<file path="config.mk">
export PLATFORM = sky130hd
export DESIGN_NAME = fetch_unit
export DESIGN_NICKNAME = d
export VERILOG_FILES = /design/src/rtl/fetch_unit.sv
export SDC_FILE = /design/constraint.sdc
export NUM_CORES = 1
export LEC_CHECK = 0
export ABC_CLOCK_PERIOD_IN_PS = 3850
export BUFFER_PORTS_ARGS = -buffer_cell sky130_fd_sc_hd__clkbuf_2
export CAP_MARGIN = 20
export CORE_ASPECT_RATIO = 1.4
export CORE_MARGIN = 2
export CORE_UTILIZATION = 50
export CTS_CLUSTER_SIZE = 20
export DETAILED_ROUTE_END_ITERATION = 16
export PLACE_DENSITY = 0.76
export SYNTH_ARGS = -nofsm -noshare
export SYNTH_HDL_FRONTEND = slang
export SYNTH_SLANG_ARGS = --single-unit
</file>
<file path="constraint.sdc">
create_clock -name clk -period 3.85 [get_ports clk]
set_input_delay 0.385 -clock clk [delete_from_list [all_inputs] [get_ports clk]]
set_output_delay 0.385 -clock clk [all_outputs]
set_load 0.02 [all_outputs]
</file>
<file path="src/rtl/fetch_unit.sv">
// Instruction fetch stage: holds the PC, issues word fetches to instruction memory,
// buffers returned words in a small FIFO and applies branch redirects.
module fetch_unit #(
  parameter int                 A_WIDTH  = 32,
  parameter int                 D_WIDTH  = 32,
  parameter logic [A_WIDTH-1:0] RESET_PC = '0,
  parameter int                 DEPTH    = 2
) (
  input  logic               clk,
  input  logic               rst_n,
  output logic               imem_req_valid,
  input  logic               imem_req_ready,
  output logic [A_WIDTH-1:0] imem_req_addr,
  input  logic               imem_rsp_valid,
  input  logic [D_WIDTH-1:0] imem_rsp_data,
  output logic               instr_valid,
  input  logic               instr_ready,
  output logic [D_WIDTH-1:0] instr,
  output logic [A_WIDTH-1:0] instr_pc,
  input  logic               redirect_valid,
  input  logic [A_WIDTH-1:0] redirect_pc,
  input  logic [D_WIDTH-1:0] immop
);

  localparam int PW = (DEPTH > 1) ? $clog2(DEPTH) : 1;
  localparam int CW = $clog2(DEPTH) + 1;

  logic [A_WIDTH-1:0] pc;
  logic               running;
  logic [CW-1:0]      outstanding;
  logic [CW-1:0]      drop_cnt;
  logic [CW-1:0]      fifo_count;
  logic [PW-1:0]      fifo_wr;
  logic [PW-1:0]      fifo_rd;
  logic [PW-1:0]      tag_wr;
  logic [PW-1:0]      tag_rd;
  logic [D_WIDTH-1:0] fifo_data [DEPTH];
  logic [A_WIDTH-1:0] fifo_pc   [DEPTH];
  logic [A_WIDTH-1:0] tag_q     [DEPTH];

  logic [CW:0]        inflight;
  logic               req_fire;
  logic               rsp_fire;
  logic               push;
  logic               pop;
  logic [CW-1:0]      outstanding_nxt;
  logic [A_WIDTH-1:0] imm_ext;
  logic [A_WIDTH-1:0] target_sum;
  logic [A_WIDTH-1:0] target;

  // running holds requests off while reset is asserted and releases them on the first clock after.
  assign inflight       = {1'b0, outstanding} + {1'b0, fifo_count};
  assign imem_req_valid = running && (inflight < (CW+1)'(DEPTH));
  assign imem_req_addr  = pc;
  assign req_fire       = imem_req_valid && imem_req_ready;

  // A response with nothing outstanding is illegal and simply ignored.
  assign rsp_fire        = imem_rsp_valid && (outstanding != '0);
  assign push            = rsp_fire && (drop_cnt == '0) && !redirect_valid;
  assign outstanding_nxt = outstanding + CW'(req_fire) - CW'(rsp_fire);

  assign instr_valid = (fifo_count != '0) && !redirect_valid;
  assign pop         = instr_valid && instr_ready;
  assign instr       = (fifo_count != '0) ? fifo_data[fifo_rd] : '0;
  assign instr_pc    = (fifo_count != '0) ? fifo_pc[fifo_rd]   : '0;

  assign imm_ext    = A_WIDTH'($signed(immop));
  assign target_sum = redirect_pc + imm_ext;
  assign target     = {target_sum[A_WIDTH-1:2], 2'b00};

  // Control state; a redirect flushes everything and turns all in-flight fetches into drops.
  always_ff @(posedge clk or negedge rst_n) begin
    if (!rst_n) begin
      pc          <= RESET_PC;
      running     <= 1'b0;
      outstanding <= '0;
      drop_cnt    <= '0;
      fifo_count  <= '0;
      fifo_wr     <= '0;
      fifo_rd     <= '0;
      tag_wr      <= '0;
      tag_rd      <= '0;
    end else begin
      running     <= 1'b1;
      outstanding <= outstanding_nxt;
      if (redirect_valid) begin
        pc         <= target;
        drop_cnt   <= outstanding_nxt;
        fifo_count <= '0;
        fifo_wr    <= '0;
        fifo_rd    <= '0;
        tag_wr     <= '0;
        tag_rd     <= '0;
      end else begin
        if (req_fire) begin
          pc     <= pc + A_WIDTH'(4);
          tag_wr <= tag_wr + PW'(1);
        end
        if (rsp_fire && (drop_cnt != '0)) begin
          drop_cnt <= drop_cnt - CW'(1);
        end
        if (push) begin
          fifo_wr <= fifo_wr + PW'(1);
          tag_rd  <= tag_rd + PW'(1);
        end
        if (pop) begin
          fifo_rd <= fifo_rd + PW'(1);
        end
        fifo_count <= fifo_count + CW'(push) - CW'(pop);
      end
    end
  end

  // Storage needs no reset: the count and pointers decide what is valid.
  always_ff @(posedge clk) begin
    if (push) begin
      fifo_data[fifo_wr] <= imem_rsp_data;
      fifo_pc[fifo_wr]   <= tag_q[tag_rd];
    end
    if (req_fire && !redirect_valid) begin
      tag_q[tag_wr] <= pc;
    end
  end

endmodule

</file>
==> qor.yml <==
sta:
  report.final.hold_viol_count: 0
  fin_crit_sh_pct: 75.0
  min_period_ns: 2.89
  finClkSkew_ns: 0.00914
  tightest_slew_ns: 1.11
  worst_slack_ns: 0.964
  report.final.setup_viol: 0
  rsz0062_at_grt: "false"
  relSlewSlack_pct: 25.8
  max_clock_freq_mhz: 347
  maxSlewViolCount: 0
  tns_ns: 0
placed_design:
  dp_slack_ns: 0.985
  dp_cells: 1200
  place.gp.congestion: 0.847
  place.port_buffers: 195
  dpl_cell_area_um2: 11700
  dp_hpwl_um: 14100
worst_setup_path:
  r2r_end: "imem_req_addr[31]"
  arrival_ns: 3.26
  r2r_start: "fifo_count[0]"
  worstPathCellList: "and2_1, fa_1, nor3b_2, and2_4, and3_4, nand4_4, or4_4, nor3b_1, a21o_1, nor3_1"
  reg2reg_depth: 10
  worstSetupEndpointType: "flop"
  cp-startpoint: "fifo_count[0]"
  crit_required_ns: 4.22
  critical_path_buf_inv_count: 0
  ff2ff_setup_slack_ns: 0.96
  critPathMaxFanout: 10
  slowest_stage: "or4_4"
  cp-start-kind: "flop"
  max_stage_delay_ns: 0.50
  crit_type: "reg2reg"
  critical_path.top_delay_family: "simple AND/OR/NAND/NOR gates"
clocking:
  clk_pin_slew_ns: 0.07
  cts_buffers: 21
  cts_tree: "built"
  insertion_delay_ns: 0.50
  clk_path_buf_depth: 3
  cts_hold_buffers: 1
  htreeDepth: 1
  post_cts_buffers: 0
  clkSinkCount: 225
  clock-root-buffer: "clkbuf_16"
  cts_resized: 0
synth:
  synth.top_cell.area_share_pct: 53.2
  ys.flop_type: "edfxtp_1"
  syn_area_per_cell_um2: 13.5
  syn_inst: 767
  synth_area_um2: 10400
  synth_edf_count: 184
  yosys_warnings: 0
  synth.distinct_cells: 59
  yosysTopAreaCell: "edfxtp_1"
  yosysSeqAreaShare_pct: 63.1
  async_flop_share_pct: 18.2
  yosys_register_bits: 225
  ys_top_cells_by_area: "edfxtp_1, dfrtp_1, mux2i_1"
floorplanning:
  pin_count: 200
  dieWidth_um: 126
  initial_core_util_pct: 50.7
  die_h_um: 175
  std_cell_rows: 62
  dieArea_um2: 22000
  core_area_um2: 20500
pwr:
  p_total_uw: 7280
  power_frac_clock_pct: 31.4
  p_per_area_nw_per_um2: 585
  ir_worst_vdd_uv: 293
  internal-power_uw: 5110
  power.leakage_uw: 0.00482
  pwr-share-comb_pct: 24.0
  p_sw_share_pct: 29.9
  p_seq_share_pct: 44.6
  power_switching_uw: 2180
worst_hold_path:
  worstHoldStart: "imem_rsp_data[1]"
  hold_class: "in2reg"
  holdPathStages: 1
  hold_path_end: "fifo_data[1][1]"
detailed_routing:
  viasPerCell: 5.22
  wl_per_cell_um: 16.0
  ant_nets: 0
  drtIter0Drc: 358
  num_vias: 6463
  drt-pass1-iter-count: 5
  post-route-drc-count: 0
  routed_wl_um: 19800
grt:
  antenna_found_initial: 0
  grtUsageTotal_pct: 17.8
  grt_max_degree: 64
  first_global_vias: 6512
  grt_pass1_wl_um: 31900
  grt_overflow: 0
job:
  max-cap-violations: 0
final_layout:
  final_area_um2: 12400
  drive_above_1_share_pct: 30.2
  instances_no_fill: 1239
  syn_to_final_growth_pct: 19.8
  nNetsFinal: 1107
  antenna_cells: 0
run_status:
  status: "finished, final reports clean"
==> sequential cells by signal (all words and copies together), names as in the netlist, 2 cells and up <==
signal         count
drop_cnt           2
fifo_count         2
fifo_data         64
fifo_pc           60
imem_req_addr     30
outstanding        2
tag_q             60
==> cells in the mapped netlist, types with 4 or more instances <==
library cell and number:
buf_4 6, inv_1 13, nand4_1 12, xnor2_1 37, mux2i_1 66, nand3_1 12, ha_1 36, a21o_1 13
nor3_1 9, nand2_1 39, buf_1 6, xor2_1 26, edfxtp_1 184, dfrtp_1 41, a21oi_1 28, nor2_1 107
o21ai_0 17, o21a_1 4, clkbuf_1 18, nor2b_1 5, mux2_2 30, nand2b_1 4
==> area by class of cell <==
type,count,area [um2]
Fill cell,1647,8030
Sequential cell,225,6560
Multi-Input combinational cell,501,3680
Timing Repair Buffer,206,1060
Clock buffer,26,554
Tap cell,256,320
Clock inverter,12,221
Inverter,13,48.8
==> worst max-delay path by stage <==
stage	endpoint	slack, ns	cells past startpoint
after floorplan	fifo_data[0][0]	0.05	4
after global placement	imem_req_addr[31]	1.04	10
after detailed placement	imem_req_addr[16]	0.99	10
after CTS	imem_req_addr[16]	0.94	10
after global routing	imem_req_addr[14]	0.73	10
final	imem_req_addr[31]	0.96	10
==> cells in the final DEF (no fill, tap or decap), drive strengths merged, types with 2 or more instances in the layout <==
master	instances
o21a	4
nor3	10
a31oi	4
nand2b	4
a221oi	2
buf	10
or3	2
a21oi	29
ha	36
nand2	39
xnor2	37
bufinv	6
mux2	30
edfxtp	184
nand4	14
nor2b	5
mux2i	66
xor2	26
conb	5
a21o	13
nor2	109
nand3	13
clkbuf	221
inv	15
and3	7
o21ai	22
a31o	3
o221ai	2
and2	4
clkinv	3
a211oi	2
dfrtp	41
nor3b	2
==> power groups by stage <==
| stage | Sequential (uW) | Combinational [uW] | Clock [uW] |
|---|---|---|---|
| 2_1_floorplan | 3240 | 1220 | 0 |
| 3_3_place_gp | 3280 | 1720 | 0 |
| 3_5_place_dp | 3300 | 1750 | 0 |
| 4_1_cts | 3250 | 1770 | 2330 |
| 5_1_grt | 3280 | 1920 | 2430 |
| 6_report | 3250 | 1750 | 2290 |
==> stage by stage <==
stage / hold WS (ns) / util, %
after detailed placement: 0.435 / 56.9
after global placement: 0.438 / 56.9
final: 0.0781 / 60.8
after floorplan: 0.0894 / -
after global routing: 0.0634 / 60.8
after CTS: 0.0551 / 60.8
==> routing by layer <==
metal,track usage [%],wire length (um)
met1,20.6,7820
met2,33.6,10700
met3,3.08,918
met4,5.36,421
met5,0,0
==> cells by family after synthesis <==
| kind of cell | count (synthesis) | share of synthesized area, % |
|---|---|---|
| flip-flops | 225 | 63.1 |
| AND/OR/NAND/NOR | 214 | 9.93 |
| multiplexers | 96 | 9.61 |
| AO/OA/AOI/OAI | 86 | 5.58 |
| XOR/XNOR | 63 | 5.31 |
| buffers and inverters | 44 | 1.91 |
| adder cells (fa/ha/maj) | 37 | 4.53 |
| other | 2 | 0.0723 |
(Power assumes the default switching activity.)
